## config.mk

```make
export PLATFORM = sky130hd
export DESIGN_NAME = display_arbiter_flat
export DESIGN_NICKNAME = d
export VERILOG_FILES = /design/src/rtl/display_arbiter_if.sv /design/src/rtl/display_arbiter.sv /design/src/flat_wrapper.sv
export SDC_FILE = /design/constraint.sdc
export NUM_CORES = 1
export LEC_CHECK = 0
export BUFFER_PORTS_ARGS = -buffer_cell sky130_fd_sc_hd__clkbuf_2
export CORE_MARGIN = 1
export CORE_UTILIZATION = 57
export DETAILED_ROUTE_END_ITERATION = 8
export PLACE_DENSITY = 0.85
export SKIP_CTS_REPAIR_TIMING = 1
export SYNTH_ARGS = -nofsm -noshare
export SYNTH_HDL_FRONTEND = slang
export SYNTH_SLANG_ARGS = --single-unit
```

## constraint.sdc

```tcl
create_clock -name clk -period 3.24 [get_ports clk]
set_input_delay 0.486 -clock clk [delete_from_list [all_inputs] [get_ports clk]]
set_output_delay 0.486 -clock clk [all_outputs]
set_load 0.01 [all_outputs]
```

## src/rtl/display_arbiter_if.sv

```systemverilog
// Bundle between the message requesters / background source and the display arbiter.
// master = requester side, slave = arbiter side.
interface display_arbiter_if;
    logic [15:0] bg_in;
    logic [2:0]  req;
    logic [47:0] data_in;
    logic        blink_en;
    logic [15:0] disp_data;
    logic [1:0]  disp_src;
    logic        busy;
    logic [2:0]  ack;
    logic [2:0]  drop;

    modport master (
        output bg_in, req, data_in, blink_en,
        input  disp_data, disp_src, busy, ack, drop
    );

    modport slave (
        input  bg_in, req, data_in, blink_en,
        output disp_data, disp_src, busy, ack, drop
    );
endinterface

```

## src/rtl/display_arbiter.sv

```systemverilog
// Shares a 4-digit BCD display between three prioritised message channels (ch0 highest)
// and a background value; each granted message is held for HOLD_CYC cycles, ch0 may blink.
module display_arbiter #(
    parameter int unsigned HOLD_CYC  = 50_000_000,
    parameter int unsigned BLINK_CYC = 12_500_000,
    parameter int unsigned CNT_W     = 26
) (
    input  logic              clk,
    input  logic              rst_n,
    display_arbiter_if.slave  arb
);

    localparam logic [CNT_W-1:0] HOLD_LOAD  = CNT_W'(HOLD_CYC - 1);
    localparam logic [CNT_W-1:0] BLINK_LAST = CNT_W'(BLINK_CYC - 1);

    typedef enum logic {
        IDLE,
        SHOW
    } state_e;

    state_e           state_q, state_d;
    logic [2:0]       pend_q, pend_d;
    logic [15:0]      msg_buf_q [3];
    logic [15:0]      msg_buf_d [3];
    logic [15:0]      cur_data_q, cur_data_d;
    logic [1:0]       cur_src_q, cur_src_d;
    logic [CNT_W-1:0] hold_q, hold_d;
    logic [CNT_W-1:0] blink_cnt_q, blink_cnt_d;
    logic             phase_q, phase_d;
    logic [2:0]       ack_q, ack_d;
    logic [2:0]       drop_q, drop_d;

    logic [1:0]       top_pend;
    logic [2:0]       le_mask;
    logic             preempt;
    logic             load;
    logic [2:0]       pend_clr;

    always_comb begin
        top_pend = 2'd0;
        casez (pend_q)
            3'b??1:  top_pend = 2'd0;
            3'b?10:  top_pend = 2'd1;
            3'b100:  top_pend = 2'd2;
            default: top_pend = 2'd0;
        endcase
    end

    // Channels at or above the current one's priority may take the display over.
    always_comb begin
        le_mask = 3'b111;
        case (cur_src_q)
            2'd0:    le_mask = 3'b001;
            2'd1:    le_mask = 3'b011;
            default: le_mask = 3'b111;
        endcase
        preempt = |(pend_q & le_mask);
    end

    always_comb begin
        for (int unsigned i = 0; i < 3; i++) begin
            msg_buf_d[i] = arb.req[i] ? arb.data_in[16*i +: 16] : msg_buf_q[i];
        end
    end

    always_comb begin
        state_d    = state_q;
        cur_data_d = cur_data_q;
        cur_src_d  = cur_src_q;
        hold_d     = hold_q;
        ack_d      = '0;
        drop_d     = '0;
        pend_clr   = '0;
        load       = 1'b0;

        case (state_q)
            IDLE: begin
                if (|pend_q) begin
                    load    = 1'b1;
                    state_d = SHOW;
                end
            end
            SHOW: begin
                if (preempt) begin
                    load = 1'b1;
                    if (top_pend < cur_src_q) begin
                        drop_d[cur_src_q] = 1'b1;
                    end
                end else if (hold_q == '0) begin
                    if (|pend_q) begin
                        load = 1'b1;
                    end else begin
                        state_d = IDLE;
                    end
                end else begin
                    hold_d = hold_q - 1'b1;
                end
            end
            default: state_d = IDLE;
        endcase

        if (load) begin
            cur_src_d          = top_pend;
            cur_data_d         = msg_buf_q[top_pend];
            hold_d             = HOLD_LOAD;
            pend_clr[top_pend] = 1'b1;
            ack_d[top_pend]    = 1'b1;
        end

        // A request landing on its own load edge keeps pend set, so it reloads next edge.
        pend_d = (pend_q & ~pend_clr) | arb.req;
    end

    always_comb begin
        phase_d     = phase_q;
        blink_cnt_d = blink_cnt_q;
        if (load) begin
            phase_d     = 1'b0;
            blink_cnt_d = '0;
        end else if (state_q == SHOW && cur_src_q == 2'd0) begin
            if (blink_cnt_q == BLINK_LAST) begin
                blink_cnt_d = '0;
                phase_d     = ~phase_q;
            end else begin
                blink_cnt_d = blink_cnt_q + 1'b1;
            end
        end
    end

    always_ff @(posedge clk or negedge rst_n) begin
        if (!rst_n) begin
            state_q     <= IDLE;
            pend_q      <= '0;
            for (int unsigned i = 0; i < 3; i++) begin
                msg_buf_q[i] <= '0;
            end
            cur_data_q  <= '0;
            cur_src_q   <= '0;
            hold_q      <= '0;
            blink_cnt_q <= '0;
            phase_q     <= 1'b0;
            ack_q       <= '0;
            drop_q      <= '0;
        end else begin
            state_q     <= state_d;
            pend_q      <= pend_d;
            for (int unsigned i = 0; i < 3; i++) begin
                msg_buf_q[i] <= msg_buf_d[i];
            end
            cur_data_q  <= cur_data_d;
            cur_src_q   <= cur_src_d;
            hold_q      <= hold_d;
            blink_cnt_q <= blink_cnt_d;
            phase_q     <= phase_d;
            ack_q       <= ack_d;
            drop_q      <= drop_d;
        end
    end

    always_comb begin
        arb.disp_data = arb.bg_in;
        arb.disp_src  = 2'd3;
        arb.busy      = (state_q == SHOW);
        arb.ack       = ack_q;
        arb.drop      = drop_q;
        if (state_q == SHOW) begin
            arb.disp_src = cur_src_q;
            if (!(cur_src_q == 2'd0 && arb.blink_en && phase_q)) begin
                arb.disp_data = cur_data_q;
            end
        end
    end

endmodule

```

## src/flat_wrapper.sv

```systemverilog
// flat-port wrapper written by rule: the top's interface ports become plain ports
module display_arbiter_flat 
#(
    parameter int unsigned HOLD_CYC  = 50_000_000,
    parameter int unsigned BLINK_CYC = 12_500_000,
    parameter int unsigned CNT_W     = 26
)
  (clk, rst_n, arb_bg_in, arb_req, arb_data_in, arb_blink_en, arb_disp_data, arb_disp_src, arb_busy, arb_ack, arb_drop);
  display_arbiter_if arb_i ();
  input  logic clk;
  input  logic rst_n;
  input wire logic [$bits(arb_i.bg_in)-1:0] arb_bg_in;
  input wire logic [$bits(arb_i.req)-1:0] arb_req;
  input wire logic [$bits(arb_i.data_in)-1:0] arb_data_in;
  input wire logic [$bits(arb_i.blink_en)-1:0] arb_blink_en;
  output wire logic [$bits(arb_i.disp_data)-1:0] arb_disp_data;
  output wire logic [$bits(arb_i.disp_src)-1:0] arb_disp_src;
  output wire logic [$bits(arb_i.busy)-1:0] arb_busy;
  output wire logic [$bits(arb_i.ack)-1:0] arb_ack;
  output wire logic [$bits(arb_i.drop)-1:0] arb_drop;
  assign arb_i.bg_in = arb_bg_in;
  assign arb_i.req = arb_req;
  assign arb_i.data_in = arb_data_in;
  assign arb_i.blink_en = arb_blink_en;
  assign arb_disp_data = arb_i.disp_data;
  assign arb_disp_src = arb_i.disp_src;
  assign arb_busy = arb_i.busy;
  assign arb_ack = arb_i.ack;
  assign arb_drop = arb_i.drop;
  display_arbiter #(.HOLD_CYC(HOLD_CYC), .BLINK_CYC(BLINK_CYC), .CNT_W(CNT_W)) u_core (.clk(clk), .rst_n(rst_n), .arb(arb_i));
endmodule
```

==> results.md <==
- Final wirelength: 15.7 mm
- Post-synth EDFFs: 0
- Core Util, Final: 0.715
- Reg2reg path depth: 7
- DP Area: 6950 um2
- Routed length per instance: 18.1 um
- Antenna violations before repair: 0
- Design Area, Final: 7520 um2
- Clk_skew: 0.0119 ns
- RSZ-0062 raised after global routing: false
- CTS clk-pin slew, worst paths: 0.06 ns
- Post-Synth XOR/XNOR Area: 0.0460
- Adder-Cell Fraction of Synth Area: 0.00598
- Fmax: 340 MHz
- Clock Tree Buf Depth: 2
- GRT Util Overall: 0.299
- Setup Viol. Count Final: 0
- Distinct cells, synth: 52
- Synth area leaders: dfrtp_1 51%, mux2_2 11%, nand2_1 5.5%, a21oi_1 3.4%, xnor2_1 2.9%
- Top-area cell type share of the netlist area: 0.514
- NetSw: 1.19 mW
- Arr. time, crit path: 3.34 ns
- Mapped Cells: 617
- Vias in the first global route: 5421
- H-tree depth: 4
- Most common cell in the netlist: dfrtp_1
- Worst vdd ir: 422 uV
- Total power draw: 4.24 mW
- Hpwl dp: 10.5 mm
- Crit start category: flip-flop
- Die Wd: 107 um
- R2R setup slack: 0.30 ns
- Power per Cell Area: 564 nW/um2
- Leading area contributor after synthesis: dfrtp_1
- Yosys reg bits: 129
- Worst r2r src: u_core.hold_q[9]
- Net count, final: 788
- Core Box Area: 10500 um2
- Routed Antenna Nets: 0
- Simple-gate share of the synthesized area: 0.179
- CP required: 3.64 ns
- Reg power frac: 0.434
- Starting Density: 0.597
- Logic pwr share: 0.137
- Setup TNS: 0 ns
- Die area: 11400 um2
- DR DRC count: 0
- Mapped Avg Cell Area: 10.2 um2
- Largest net degree at the start of global routing: 61
- Seq/Total Area, Yosys: 0.514
- Post-synthesis mux area share: 0.116
- Outcome: finished clean
- Grt total ovfl: 0
- Global-route wire length before repair: 26.2 mm
- Sw Share: 0.282
- DR pass1 iterations: 7
- Boundary pin count: 95
- Share of layout cells above drive strength 1: 0.302
- MaxCap Viol Count: 0
- Cell internal pwr: 3.04 mW
- Fillcell total: 663
- Vias/cell: 6.15
- Initial DRC Count: 353
- Cell Area, Synth: 6280 um2
- Ant. Diodes: 0
- Final worst path period share: 0.907
- Worst slew margin: 0.277
- Clk Latency, worst-skew pair: 0.53 ns
- Slew @ Worst Pin: 1.08 ns
- Layout area overhead: 19.8%
- Leakage: 3.25 nW
- Clock share of power: 0.429
- CTS tree: yes
- Largest family of logic cells by synthesized area: simple AND/OR/NAND/NOR gates
- Tmin final: 2.94 ns
- Max Fanout on Critical Path: 51
- Async set-reset flop share out of synthesis: 1.00
- Most frequent cells after synthesis: 129 x dfrtp_1, 92 x nand2_1, 64 x mux2_2
- DR vias: 5312
- Syn_nets: 690
- Critical path endpoint category: flip-flop
- Crit path kind: flip-flop to flip-flop
- Final Slew Violations: 0
- Die Y-Extent: 107 um
- Compound-Gate Fraction of Synth Area: 0.113
- GPL Wtd Cong: 0.927
- Clock Sinks: 129
- FP Rows: 37
- Worst r2r dst: u_core.pend_q[1]
- Worst hold-check path type: input pin to async pin
- Cts bufs inserted: 17
- YS warnings: 0
- Most common flop cell mapped by yosys: dfrtp_1
- Minimum hold slack: 0.0277 ns
- Final Hold Vio Count: 0
- Count of input and output buffers: 94
- Clk root buf: clkbuf_8
==> cell usage in the layout (no fill, tap or decap), types with 17 or more instances in the layout <==
cell | synthesis | routed
nor2_1 | 38 | 36
mux2_2 | 64 | 64
buf_4 | 0 | 17
clkbuf_2 | 0 | 93
dfrtp_1 | 129 | 129
xnor2_1 | 21 | 21
o21ai_0 | 36 | 36
nand2_1 | 92 | 92
a21oi_1 | 43 | 43
nor3_1 | 20 | 20
==> sequential cells by signal (all words and copies together), names as in the netlist <==
register            cells
u_core.msg_buf_q       48
u_core.blink_cnt_q     26
u_core.hold_q          26
u_core.cur_data_q      16
u_core.arb.ack          3
u_core.arb.drop         3
u_core.pend_q           3
u_core.cur_src_q        2
u_core.arb.busy         1
u_core.phase_q          1
==> layer usage <==
layer	GRT usage	part of all wire	up-vias
met2	0.493	0.49	303
li1	-	-	2385
met5	0	0	-
met4	0.154	0.029	0
met1	0.375	0.40	2569
met3	0.0620	0.085	55
==> cell type report <==
type	instances	area, um2	area share
flip-flops and latches	129	3230	0.429
multi-input cells	446	2900	0.386
repair buffers	111	613	0.0816
clock buffers	17	414	0.0551
well taps	136	170	0.0226
clock inverters	15	150	0.0200
inverters	10	37.5	0.00499
==> power groups by stage <==
| stage | Sequential, mW | Clock [mW] | Combinational (mW) |
|---|---|---|---|
| floorplan | 1.83 | 0 | 0.356 |
| global placement | 1.85 | 0 | 0.549 |
| detailed placement | 1.86 | 0 | 0.573 |
| CTS | 1.84 | 1.83 | 0.580 |
| global route | 1.85 | 1.90 | 0.637 |
| finish | 1.84 | 1.82 | 0.579 |
==> how the worst max path moves through the flow <==
stage                                   to        startpoint
finish                    u_core.pend_q[1]  u_core.hold_q[9]
global route              u_core.pend_q[1]  u_core.hold_q[9]
CTS                       u_core.pend_q[1]  u_core.hold_q[9]
detailed placement        u_core.hold_q[3]  u_core.hold_q[9]
global placement    u_core.blink_cnt_q[21]  u_core.hold_q[9]
floorplan           u_core.blink_cnt_q[19]  u_core.hold_q[9]
==> stage by stage <==
step,instances,setup WS (ns)
floorplan,617,0.498
global placement,832,0.453
detailed placement,832,0.347
CTS,864,0.333
global route,864,0.129
finish,864,0.300
==> cell families (layout without fill, tap and decap cells) <==
logic type | Yosys count | after routing
compound gates | 117 | 117
xor+xnor | 33 | 33
fa+ha+maj | 3 | 3
buf+inv | 42 | 153
flops | 129 | 129
mux | 65 | 65
simple gates | 228 | 228
==> critical path, cell delays in order (launching register included) <==
cell and delay, ns:
dfrtp_1 0.42, or4_4 0.58, or4_1 0.67, nor4_4 0.24
buf_4 0.29, nor2_4 0.22, o21ai_0 0.28, nand2b_1 0.11
No activity file was read; power rests on OpenSTA's default activity.
